===== src/rtl/s2p.sv =====
// Serial-to-parallel receiver, LSB first, ready/valid on both sides.
// Define S2P_PARITY_EN to add a trailing even-parity beat per word.
module s2p #(
  parameter int N = 8
) (
  input  logic         clk,
  input  logic         rst,
  input  logic         s_valid,
  input  logic         s_data,
  output logic         s_ready,
  output logic         p_valid,
  output logic [N-1:0] p_data,
  output logic         p_err,
  input  logic         p_ready
);

`ifdef S2P_PARITY_EN
  localparam int L = N + 1;
`else
  localparam int L = N;
`endif
  localparam int CW = $clog2(N + 1);
  localparam logic [CW-1:0] LAST = CW'(L - 1);

  localparam logic [0:0] COLLECT = 1'b0;
  localparam logic [0:0] HOLD    = 1'b1;

  logic [0:0]    state_q, state_d;
  logic [CW-1:0] cnt_q, cnt_d;
  logic [N-1:0]  sr_q, sr_d;
  logic [N-1:0]  shift, word;
  logic          pv_q, pv_d;
  logic [N-1:0]  pd_q, pd_d;
  logic          last, load, drain;
`ifdef S2P_PARITY_EN
  logic          par_q, par_d;
  logic          pe_q, pe_d;
  logic          werr;
`endif

  assign shift = {s_data, sr_q[N-1:1]};
  assign last  = (cnt_q == LAST);
  assign drain = pv_q && p_ready;

  always_comb begin
    state_d = state_q;
    cnt_d   = cnt_q;
    sr_d    = sr_q;
    word    = '0;
    load    = 1'b0;
`ifdef S2P_PARITY_EN
    par_d   = par_q;
    werr    = 1'b0;
`endif
    unique case (state_q)
      COLLECT: begin
        if (s_valid) begin
          cnt_d = last ? '0 : cnt_q + 1'b1;
`ifdef S2P_PARITY_EN
          // Parity beat is folded into par_q, never into sr.
          sr_d  = last ? sr_q : shift;
          par_d = (cnt_q == '0) ? s_data : (par_q ^ s_data);
          word  = sr_q;
          werr  = par_q ^ s_data;
`else
          sr_d  = shift;
          word  = shift;
`endif
          if (last) begin
            if (!pv_q || p_ready) begin
              load = 1'b1;
            end else begin
              state_d = HOLD;
            end
          end
        end
      end
      HOLD: begin
        word = sr_q;
`ifdef S2P_PARITY_EN
        werr = par_q;
`endif
        if (drain) begin
          load    = 1'b1;
          state_d = COLLECT;
        end
      end
      default: state_d = COLLECT;
    endcase
  end

  always_comb begin
    pv_d = pv_q;
    pd_d = pd_q;
`ifdef S2P_PARITY_EN
    pe_d = pe_q;
`endif
    if (load) begin
      pv_d = 1'b1;
      pd_d = word;
`ifdef S2P_PARITY_EN
      pe_d = werr;
`endif
    end else if (drain) begin
      pv_d = 1'b0;
    end
  end

  always_ff @(posedge clk or posedge rst) begin
    if (rst) begin
      state_q <= COLLECT;
      cnt_q   <= '0;
      sr_q    <= '0;
      pv_q    <= 1'b0;
      pd_q    <= '0;
    end else begin
      state_q <= state_d;
      cnt_q   <= cnt_d;
      sr_q    <= sr_d;
      pv_q    <= pv_d;
      pd_q    <= pd_d;
    end
  end

`ifdef S2P_PARITY_EN
  always_ff @(posedge clk or posedge rst) begin
    if (rst) begin
      par_q <= 1'b0;
      pe_q  <= 1'b0;
    end else begin
      par_q <= par_d;
      pe_q  <= pe_d;
    end
  end

  assign p_err = pe_q;
`else
  assign p_err = 1'b0;
`endif

  assign s_ready = (state_q == COLLECT);
  assign p_valid = pv_q;
  assign p_data  = pd_q;

endmodule


===== config.mk =====
export PLATFORM = sky130hd
export DESIGN_NAME = s2p
export DESIGN_NICKNAME = d
export VERILOG_FILES = /design/src/rtl/s2p.sv
export SDC_FILE = /design/constraint.sdc
export NUM_CORES = 1
export LEC_CHECK = 0
export ABC_CLOCK_PERIOD_IN_PS = 1700
export BUFFER_PORTS_ARGS = -buffer_cell sky130_fd_sc_hd__buf_2
export CORE_MARGIN = 2
export CORE_UTILIZATION = 45
export CTS_BUF_LIST = sky130_fd_sc_hd__clkbuf_4
export DETAILED_ROUTE_END_ITERATION = 12
export PLACE_DENSITY = 0.69
export SKIP_CTS_REPAIR_TIMING = 1
export SYNTH_ARGS = -nofsm -noshare
export SYNTH_HDL_FRONTEND = slang
export SYNTH_SLANG_ARGS = --single-unit

===== constraint.sdc =====
create_clock -name clk -period 1.7 [get_ports clk]
set_input_delay 0.085 -clock clk [delete_from_list [all_inputs] [get_ports clk]]
set_output_delay 0.085 -clock clk [all_outputs]
set_load 0.03 [all_outputs]

==> results of run 1 <==
[worst reg2reg max path, cell delays in order (launching register included)]
cell and delay (ns):
dfrtp_1 0.43, ha_1 0.25, and3b_1 0.26, a22oi_2 0.14, a221o_1 0.39
[placed cells by master, fill, tap and decap left out]
cell type,count
a22oi_2,1
and3b_1,1
a22oi_1,2
buf_4,4
a211oi_4,1
buf_2,14
and2_1,2
a21oi_1,1
mux2_1,1
nand3b_1,1
a21boi_0,6
inv_1,3
nand2b_1,8
nand4b_1,1
dlygate4sd3_1,2
o21ai_0,2
o2bb2ai_1,2
a221o_1,6
and2b_2,1
nand2_1,30
nand3_1,8
a32oi_1,2
nor4b_1,2
o21ai_1,1
a31oi_1,1
conb_1,1
nand4_1,1
nand2b_4,1
nor2_1,3
mux2i_1,2
clkbuf_4,3
dfrtp_1,22
xnor2_1,1
ha_1,1
[routing by layer]
| layer | up-vias | share of wire |
|---|---|---|
| li1 | 460 | - |
| met1 | 460 | 0.49 |
| met2 | 34 | 0.44 |
| met3 | 6 | 0.051 |
| met4 | 0 | 0.018 |
| met5 | - | 0 |
[how the worst max path moves through the flow]
stage                              start               endpoint  slack (ns)  depth (start not counted)
global route        cnt_q[0]$_DFFE_PP0P_  p_data[3]$_DFFE_PP0P_         0.1                          4
CTS                 cnt_q[0]$_DFFE_PP0P_  p_data[6]$_DFFE_PP0P_        0.16                          4
detailed placement  cnt_q[0]$_DFFE_PP0P_  p_data[4]$_DFFE_PP0P_        0.19                          4
global placement    cnt_q[0]$_DFFE_PP0P_  p_data[4]$_DFFE_PP0P_        0.24                          4
finish              cnt_q[0]$_DFFE_PP0P_  p_data[6]$_DFFE_PP0P_        0.13                          4
floorplan           cnt_q[0]$_DFFE_PP0P_  p_data[4]$_DFFE_PP0P_        0.33                          4
[flip-flops by register name, summed over array words and instances (netlist names)]
signal / count
state_q: 1
p_valid: 1
p_data: 8
sr_q: 8
cnt_q: 4
[stage by stage]
step | instance area (µm²) | cells | power [mW] | hold slack, ns | setup WS [ns]
floorplan | 1180 | 124 | 1.56 | 0.0742 | 0.332
global placement | 1270 | 163 | 1.75 | 0.130 | 0.241
detailed placement | 1270 | 163 | 1.78 | 0.141 | 0.185
CTS | 1290 | 166 | 2.02 | -0.206 | 0.158
global route | 1310 | 168 | 2.17 | 0.210 | 0.0965
finish | 1310 | 168 | 2.02 | 0.184 | 0.128
[cell families after synthesis]
group                    share of synthesized area
multiplexers                                0.0265
XOR/XNOR                                   0.00741
flip-flops                                   0.466
AO/OA/AOI/OAI                                0.181
other                                      0.00317
adder cells (fa/ha/maj)                     0.0106
buffers and inverters                       0.0540
AND/OR/NAND/NOR                              0.252
[layout make-up]
class | count | area [µm²] | share of cell area
Timing Repair Buffer | 20 | 120 | 0.0917
Tap cell | 30 | 37.5 | 0.0287
Clock buffer | 3 | 22.5 | 0.0172
Multi-Input combinational cell | 90 | 568 | 0.434
Sequential cell | 22 | 551 | 0.420
Inverter | 3 | 11.3 | 0.00860
[where the power goes]
part / switching, mW / internal [mW]
Sequential: 0.236 / 0.732
Combinational: 0.487 / 0.329
Clock: 0.153 / 0.0827
==> metrics.txt, run 1 <==
# TYPE chip_impl_metric gauge
chip_impl_info{name="status",value="finished, final reports clean"} 1
chip_impl_metric{name="path_clk_slew",unit="ns"} 0.12
chip_impl_metric{name="maxClockFrequency",unit="MHz"} 636
chip_impl_metric{name="cp_data_required_time",unit="ns"} 1.90
chip_impl_info{name="yosys.area.top_type",value="dfrtp_1"} 1
chip_impl_metric{name="grt_util_all_layers",unit=""} 0.170
chip_impl_info{name="synth.most_common_cell",value="nand2_1"} 1
chip_impl_metric{name="hold_depth",unit=""} 3
chip_impl_info{name="min_delay_endpoint",value="state_q$_DFF_PP0_"} 1
chip_impl_info{name="dominantRegCellSynth",value="dfrtp_1"} 1
chip_impl_metric{name="design.die.area",unit="mm²"} 0.00305
chip_impl_metric{name="max_stage_delay",unit="ns"} 0.43
chip_impl_metric{name="avgRoutedWirePerCell",unit="µm"} 14.2
chip_impl_metric{name="detailroute.via_count",unit=""} 960
chip_impl_info{name="r2r_start",value="cnt_q[0]$_DFFE_PP0P_"} 1
chip_impl_metric{name="cts.sink_count",unit=""} 22
chip_impl_metric{name="drive_above_1_share",unit=""} 0.181
chip_impl_info{name="critPathKind",value="reg2reg"} 1
chip_impl_metric{name="worst_clock_skew",unit="ns"} 0.00291
chip_impl_metric{name="crit_arrival",unit="ns"} 1.77
chip_impl_info{name="slowest_stage",value="dfrtp_1"} 1
chip_impl_metric{name="maxCapViolCount",unit=""} 0
chip_impl_metric{name="initial_core_util",unit=""} 0.477
chip_impl_metric{name="drc",unit=""} 0
chip_impl_info{name="clock_tree_from_tritoncts",value="built"} 1
chip_impl_metric{name="globalRouteOverflowTotal",unit=""} 0
chip_impl_metric{name="number_of_failing_hold_endpoints_at_the_final_stage",unit=""} 0
chip_impl_metric{name="fp-row-count",unit=""} 18
chip_impl_metric{name="global_route.usage.met2",unit=""} 0.245
chip_impl_metric{name="chipHeight",unit="µm"} 55.3
chip_impl_metric{name="number_of_antenna_violating_nets_in_the_routed_design",unit=""} 0
chip_impl_metric{name="p_leak",unit="nW"} 0.604
chip_impl_metric{name="critPathMaxFanout",unit=""} 6
chip_impl_metric{name="first_pass_drt_iterations",unit=""} 4
chip_impl_metric{name="synthDominantCellAreaShare",unit=""} 0.466
chip_impl_metric{name="tns",unit="ns"} 0
chip_impl_metric{name="number_of_antenna_violations_at_the_first_check_in_global_routing",unit=""} 0
chip_impl_metric{name="yosysUniqueCellTypes",unit=""} 34
chip_impl_metric{name="synth-edff-count",unit=""} 0
chip_impl_info{name="synth.top_cells.by_count",value="30 x nand2_1, 22 x dfrtp_1, 8 x nand2b_1, 8 x nand3_1"} 1
chip_impl_metric{name="number_of_input_and_output_port_buffers_inserted",unit=""} 14
chip_impl_metric{name="synth_nets",unit=""} 130
chip_impl_info{name="timing.critical_path.from_type",value="register"} 1
chip_impl_info{name="hold_start",value="s_valid"} 1
chip_impl_info{name="regToRegEndpoint",value="p_data[6]$_DFFE_PP0P_"} 1
chip_impl_metric{name="clock_latency",unit="ns"} 0.30
chip_impl_metric{name="vias_per_cell",unit=""} 5.71
chip_impl_metric{name="report.final.slew_viol_count",unit=""} 0
chip_impl_metric{name="layout_min_cycle_time",unit="ns"} 1.57
chip_impl_metric{name="grt_pass1_vias",unit=""} 916
chip_impl_metric{name="cts_made_buffers",unit=""} 3
chip_impl_metric{name="power.density_cell_area",unit="mW/mm²"} 1540
chip_impl_info{name="grt_setup_unrepaired",value="no"} 1
chip_impl_metric{name="syn_avg_cell_area",unit="µm²"} 9.54
chip_impl_info{name="crit_path_cell_trace",value="ha_1 -> and3b_1 -> a22oi_2 -> a221o_1"} 1
chip_impl_metric{name="grt_start_max_net_pins",unit=""} 23
chip_impl_metric{name="final.period_utilization",unit=""} 0.925
chip_impl_metric{name="finalNetCount",unit=""} 146
chip_impl_metric{name="area_growth_syn_to_layout",unit="%"} 10.8
chip_impl_metric{name="synthesis.area",unit="mm²"} 0.00118
chip_impl_metric{name="core-area",unit="mm²"} 0.00248
chip_impl_metric{name="antenna_cells",unit=""} 0
chip_impl_info{name="post_synth_main_area_contributors",value="dfrtp_1 47%, nand2_1 9.5%, a221o_1 5.1%, nand2b_1 4.2%, a21boi_0 3.8%"} 1
chip_impl_info{name="critical_path.top_delay_family",value="compound AO/OA/AOI/OAI gates"} 1
chip_impl_metric{name="yosys_warnings",unit=""} 0
chip_impl_metric{name="fillCellCount",unit=""} 233
chip_impl_metric{name="clockBufferDepth",unit=""} 2
chip_impl_metric{name="async_flop_share",unit=""} 1.00
chip_impl_metric{name="grt_pass1_wl",unit="mm"} 4.13
chip_impl_metric{name="timing.critical_path.buf_inv",unit=""} 0
chip_impl_metric{name="hpwl",unit="mm"} 1.65
chip_impl_metric{name="worst_reg_to_reg_setup_slack",unit="ns"} 0.13
chip_impl_metric{name="worst_reg2reg_path_depth",unit=""} 4
chip_impl_metric{name="synth.ff_latch_count",unit=""} 22
chip_impl_info{name="critPathCaptureType",value="register"} 1
chip_impl_metric{name="finalCoreUtilization",unit=""} 0.529
chip_impl_metric{name="gpl.final_weighted_congestion",unit=""} 0.824
chip_impl_metric{name="ios",unit=""} 16
chip_impl_info{name="cts_root_buf",value="clkbuf_4"} 1
chip_impl_metric{name="met3_grt_util",unit=""} 0.0328
chip_impl_metric{name="die_width",unit="µm"} 55.3
chip_impl_metric{name="ir_drop",unit="mV"} 0.788
chip_impl_metric{name="detail_route.wirelength",unit="mm"} 2.39
chip_impl_metric{name="use_met1",unit=""} 0.242
chip_impl_info{name="grt_busiest_layer",value="met2"} 1
chip_impl_metric{name="first_iter_violations",unit=""} 23
chip_impl_info{name="worstHoldPathType",value="in2reg"} 1
chip_impl_metric{name="finalSetupViolations",unit=""} 0
chip_impl_metric{name="h_tree_level_count",unit=""} 1
chip_impl_metric{name="synthCells",unit=""} 124
chip_impl_metric{name="sequential_cell_area_fraction_in_the_yosys_report",unit=""} 0.466
Note: power is estimated with default switching activity, not from simulation.
==> run 2: changes to the inputs <==
ABC_CLOCK_PERIOD_IN_PS = 1500   (was 1700)
BUFFER_PORTS_ARGS = -buffer_cell sky130_fd_sc_hd__buf_4   (was -buffer_cell sky130_fd_sc_hd__buf_2)
CTS_CLUSTER_SIZE = 10   (was default)
clock period = 1.5 ns   (was 1.7 ns; I/O delays follow)
==> run 2 against run 1 <==
Register-to-register slack got worse by 0.06 ns; die area did not move; combinational power rose by 26%; critical path depth did not move; non-clock buffer count rose by 2; cell count rose by 1.2%; largest power group unchanged.
==> metrics.txt, run 2 (synthesis results as in run 1) <==
# TYPE chip_impl_metric gauge
chip_impl_info{name="status",value="finished, final reports clean"} 1
chip_impl_metric{name="grt_pass1_vias",unit=""} 913
chip_impl_metric{name="area_growth_syn_to_layout",unit="%"} 16.1
chip_impl_info{name="clock_tree_from_tritoncts",value="built"} 1
chip_impl_metric{name="h_tree_level_count",unit=""} 1
chip_impl_metric{name="ios",unit=""} 16
chip_impl_metric{name="drc",unit=""} 0
chip_impl_metric{name="die_width",unit="µm"} 55.3
chip_impl_metric{name="globalRouteOverflowTotal",unit=""} 0
chip_impl_metric{name="grt_util_all_layers",unit=""} 0.166
chip_impl_metric{name="maxClockFrequency",unit="MHz"} 700
chip_impl_info{name="worstHoldPathType",value="in2reg"} 1
chip_impl_metric{name="first_pass_drt_iterations",unit=""} 4
chip_impl_metric{name="p_leak",unit="nW"} 0.626
chip_impl_metric{name="clock_latency",unit="ns"} 0.30
chip_impl_metric{name="detail_route.wirelength",unit="mm"} 2.49
chip_impl_metric{name="drive_above_1_share",unit=""} 0.200
chip_impl_metric{name="vias_per_cell",unit=""} 5.60
chip_impl_metric{name="finalSetupViolations",unit=""} 0
chip_impl_metric{name="max_stage_delay",unit="ns"} 0.44
chip_impl_metric{name="timing.critical_path.buf_inv",unit=""} 0
chip_impl_info{name="crit_path_cell_trace",value="ha_4 -> and3b_1 -> a22oi_2 -> a221o_1"} 1
chip_impl_metric{name="core-area",unit="mm²"} 0.00248
chip_impl_info{name="slowest_stage",value="dfrtp_1"} 1
chip_impl_info{name="mostFrequentLayoutCells",value="30 x nand2_1, 22 x dfrtp_1, 20 x buf_4"} 1
chip_impl_metric{name="number_of_input_and_output_port_buffers_inserted",unit=""} 14
chip_impl_metric{name="crit_arrival",unit="ns"} 1.63
chip_impl_metric{name="hpwl",unit="mm"} 1.70
chip_impl_metric{name="path_clk_slew",unit="ns"} 0.12
chip_impl_metric{name="first_iter_violations",unit=""} 42
chip_impl_metric{name="cp_data_required_time",unit="ns"} 1.70
chip_impl_metric{name="power.density_cell_area",unit="mW/mm²"} 1750
chip_impl_metric{name="number_of_antenna_violations_at_the_first_check_in_global_routing",unit=""} 0
chip_impl_metric{name="tns",unit="ns"} 0
chip_impl_metric{name="layout_min_cycle_time",unit="ns"} 1.43
chip_impl_metric{name="cts_made_buffers",unit=""} 3
chip_impl_info{name="cts_root_buf",value="clkbuf_4"} 1
chip_impl_info{name="timing.critical_path.from_type",value="register"} 1
chip_impl_metric{name="chipHeight",unit="µm"} 55.3
chip_impl_metric{name="critPathMaxFanout",unit=""} 6
chip_impl_metric{name="fp-row-count",unit=""} 18
chip_impl_metric{name="design.die.area",unit="mm²"} 0.00305
chip_impl_metric{name="finalCoreUtilization",unit=""} 0.554
chip_impl_metric{name="worst_clock_skew",unit="ns"} 0.00969
chip_impl_metric{name="initial_core_util",unit=""} 0.477
chip_impl_metric{name="avgRoutedWirePerCell",unit="µm"} 14.6
chip_impl_metric{name="totalPowerFinal",unit="mW"} 2.40
chip_impl_metric{name="final.period_utilization",unit=""} 0.953
chip_impl_metric{name="report.final.slew_viol_count",unit=""} 0
chip_impl_info{name="critPathCaptureType",value="register"} 1
chip_impl_metric{name="number_of_antenna_violating_nets_in_the_routed_design",unit=""} 0
chip_impl_metric{name="detailroute.via_count",unit=""} 952
chip_impl_metric{name="ir_drop",unit="mV"} 0.894
chip_impl_metric{name="gpl.final_weighted_congestion",unit=""} 0.803
chip_impl_metric{name="finalNetCount",unit=""} 148
chip_impl_info{name="critical_path.top_delay_family",value="compound AO/OA/AOI/OAI gates"} 1
chip_impl_metric{name="number_of_failing_hold_endpoints_at_the_final_stage",unit=""} 0
chip_impl_metric{name="cts.sink_count",unit=""} 22
chip_impl_metric{name="antenna_cells",unit=""} 0
chip_impl_info{name="layout.cells.most_common",value="nand2_1"} 1
chip_impl_info{name="critPathKind",value="reg2reg"} 1
chip_impl_metric{name="maxCapViolCount",unit=""} 0
chip_impl_metric{name="grt_start_max_net_pins",unit=""} 23
chip_impl_metric{name="clockBufferDepth",unit=""} 2
chip_impl_metric{name="grt_pass1_wl",unit="mm"} 4.16
[run 2: final cells by class]
type / instances / area (µm²)
well taps: 30 / 37.5
multi-input cells: 90 / 581
clock buffers: 3 / 22.5
inverters: 3 / 11.3
repair buffers: 22 / 170
flip-flops and latches: 22 / 551
fillers: 216 / 1100
[run 2: worst paths after layout]
path | to | slack [ns] | startpoint | depth (start not counted)
worst max-delay path | p_data[5]$_DFFE_PP0P_ | 0.07 | cnt_q[0]$_DFFE_PP0P_ | 4
worst min-delay path | state_q$_DFF_PP0_ | 0.11 | p_ready | 2
worst max register to register | p_data[5]$_DFFE_PP0P_ | 0.07 | cnt_q[0]$_DFFE_PP0P_ | 4
worst min register to register | sr_q[0]$_DFFE_PP0P_ | 0.51 | sr_q[0]$_DFFE_PP0P_ | 2
max in group asynchronous | sr_q[1]$_DFFE_PP0P_ | 0.93 | rst | 4
min in group asynchronous | p_data[2]$_DFFE_PP0P_ | 0.35 | rst | 4
[run 2: stage by stage]
| stage | area, µm² | hold slack (ns) | setup slack [ns] | cells |
|---|---|---|---|---|
| 4_1_cts | 1340 | -0.200 | 0.0130 | 168 |
| 3_5_place_dp | 1320 | 0.139 | 0.0392 | 165 |
| 6_report | 1370 | 0.111 | 0.0708 | 170 |
| 3_3_place_gp | 1320 | 0.131 | 0.0980 | 165 |
| 5_1_grt | 1370 | 0.106 | -0.00503 | 170 |
| 2_1_floorplan | 1180 | 0.0642 | 0.132 | 124 |
[run 2: worst reg2reg max path, stage by stage (launching register included)]
cell and delay (ns):
dfrtp_1 0.44, ha_4 0.18, and3b_1 0.20, a22oi_2 0.12, a221o_1 0.39
[run 2: metal layers]
layer	part of all wire	global-route usage	routed length, µm
met1	0.50	0.241	1250
met2	0.46	0.247	1150
met3	0.034	0.0234	85
met4	0.0048	0.0732	12
met5	0	0	0
[run 2: power by group]
group	leakage, nW	internal (mW)	total (mW)	switching [mW]
logic	0.339	0.464	1.03	0.568
clock network	0.0138	0.0936	0.263	0.169
registers	0.273	0.829	1.11	0.281
total	0.626	1.39	2.40	1.02
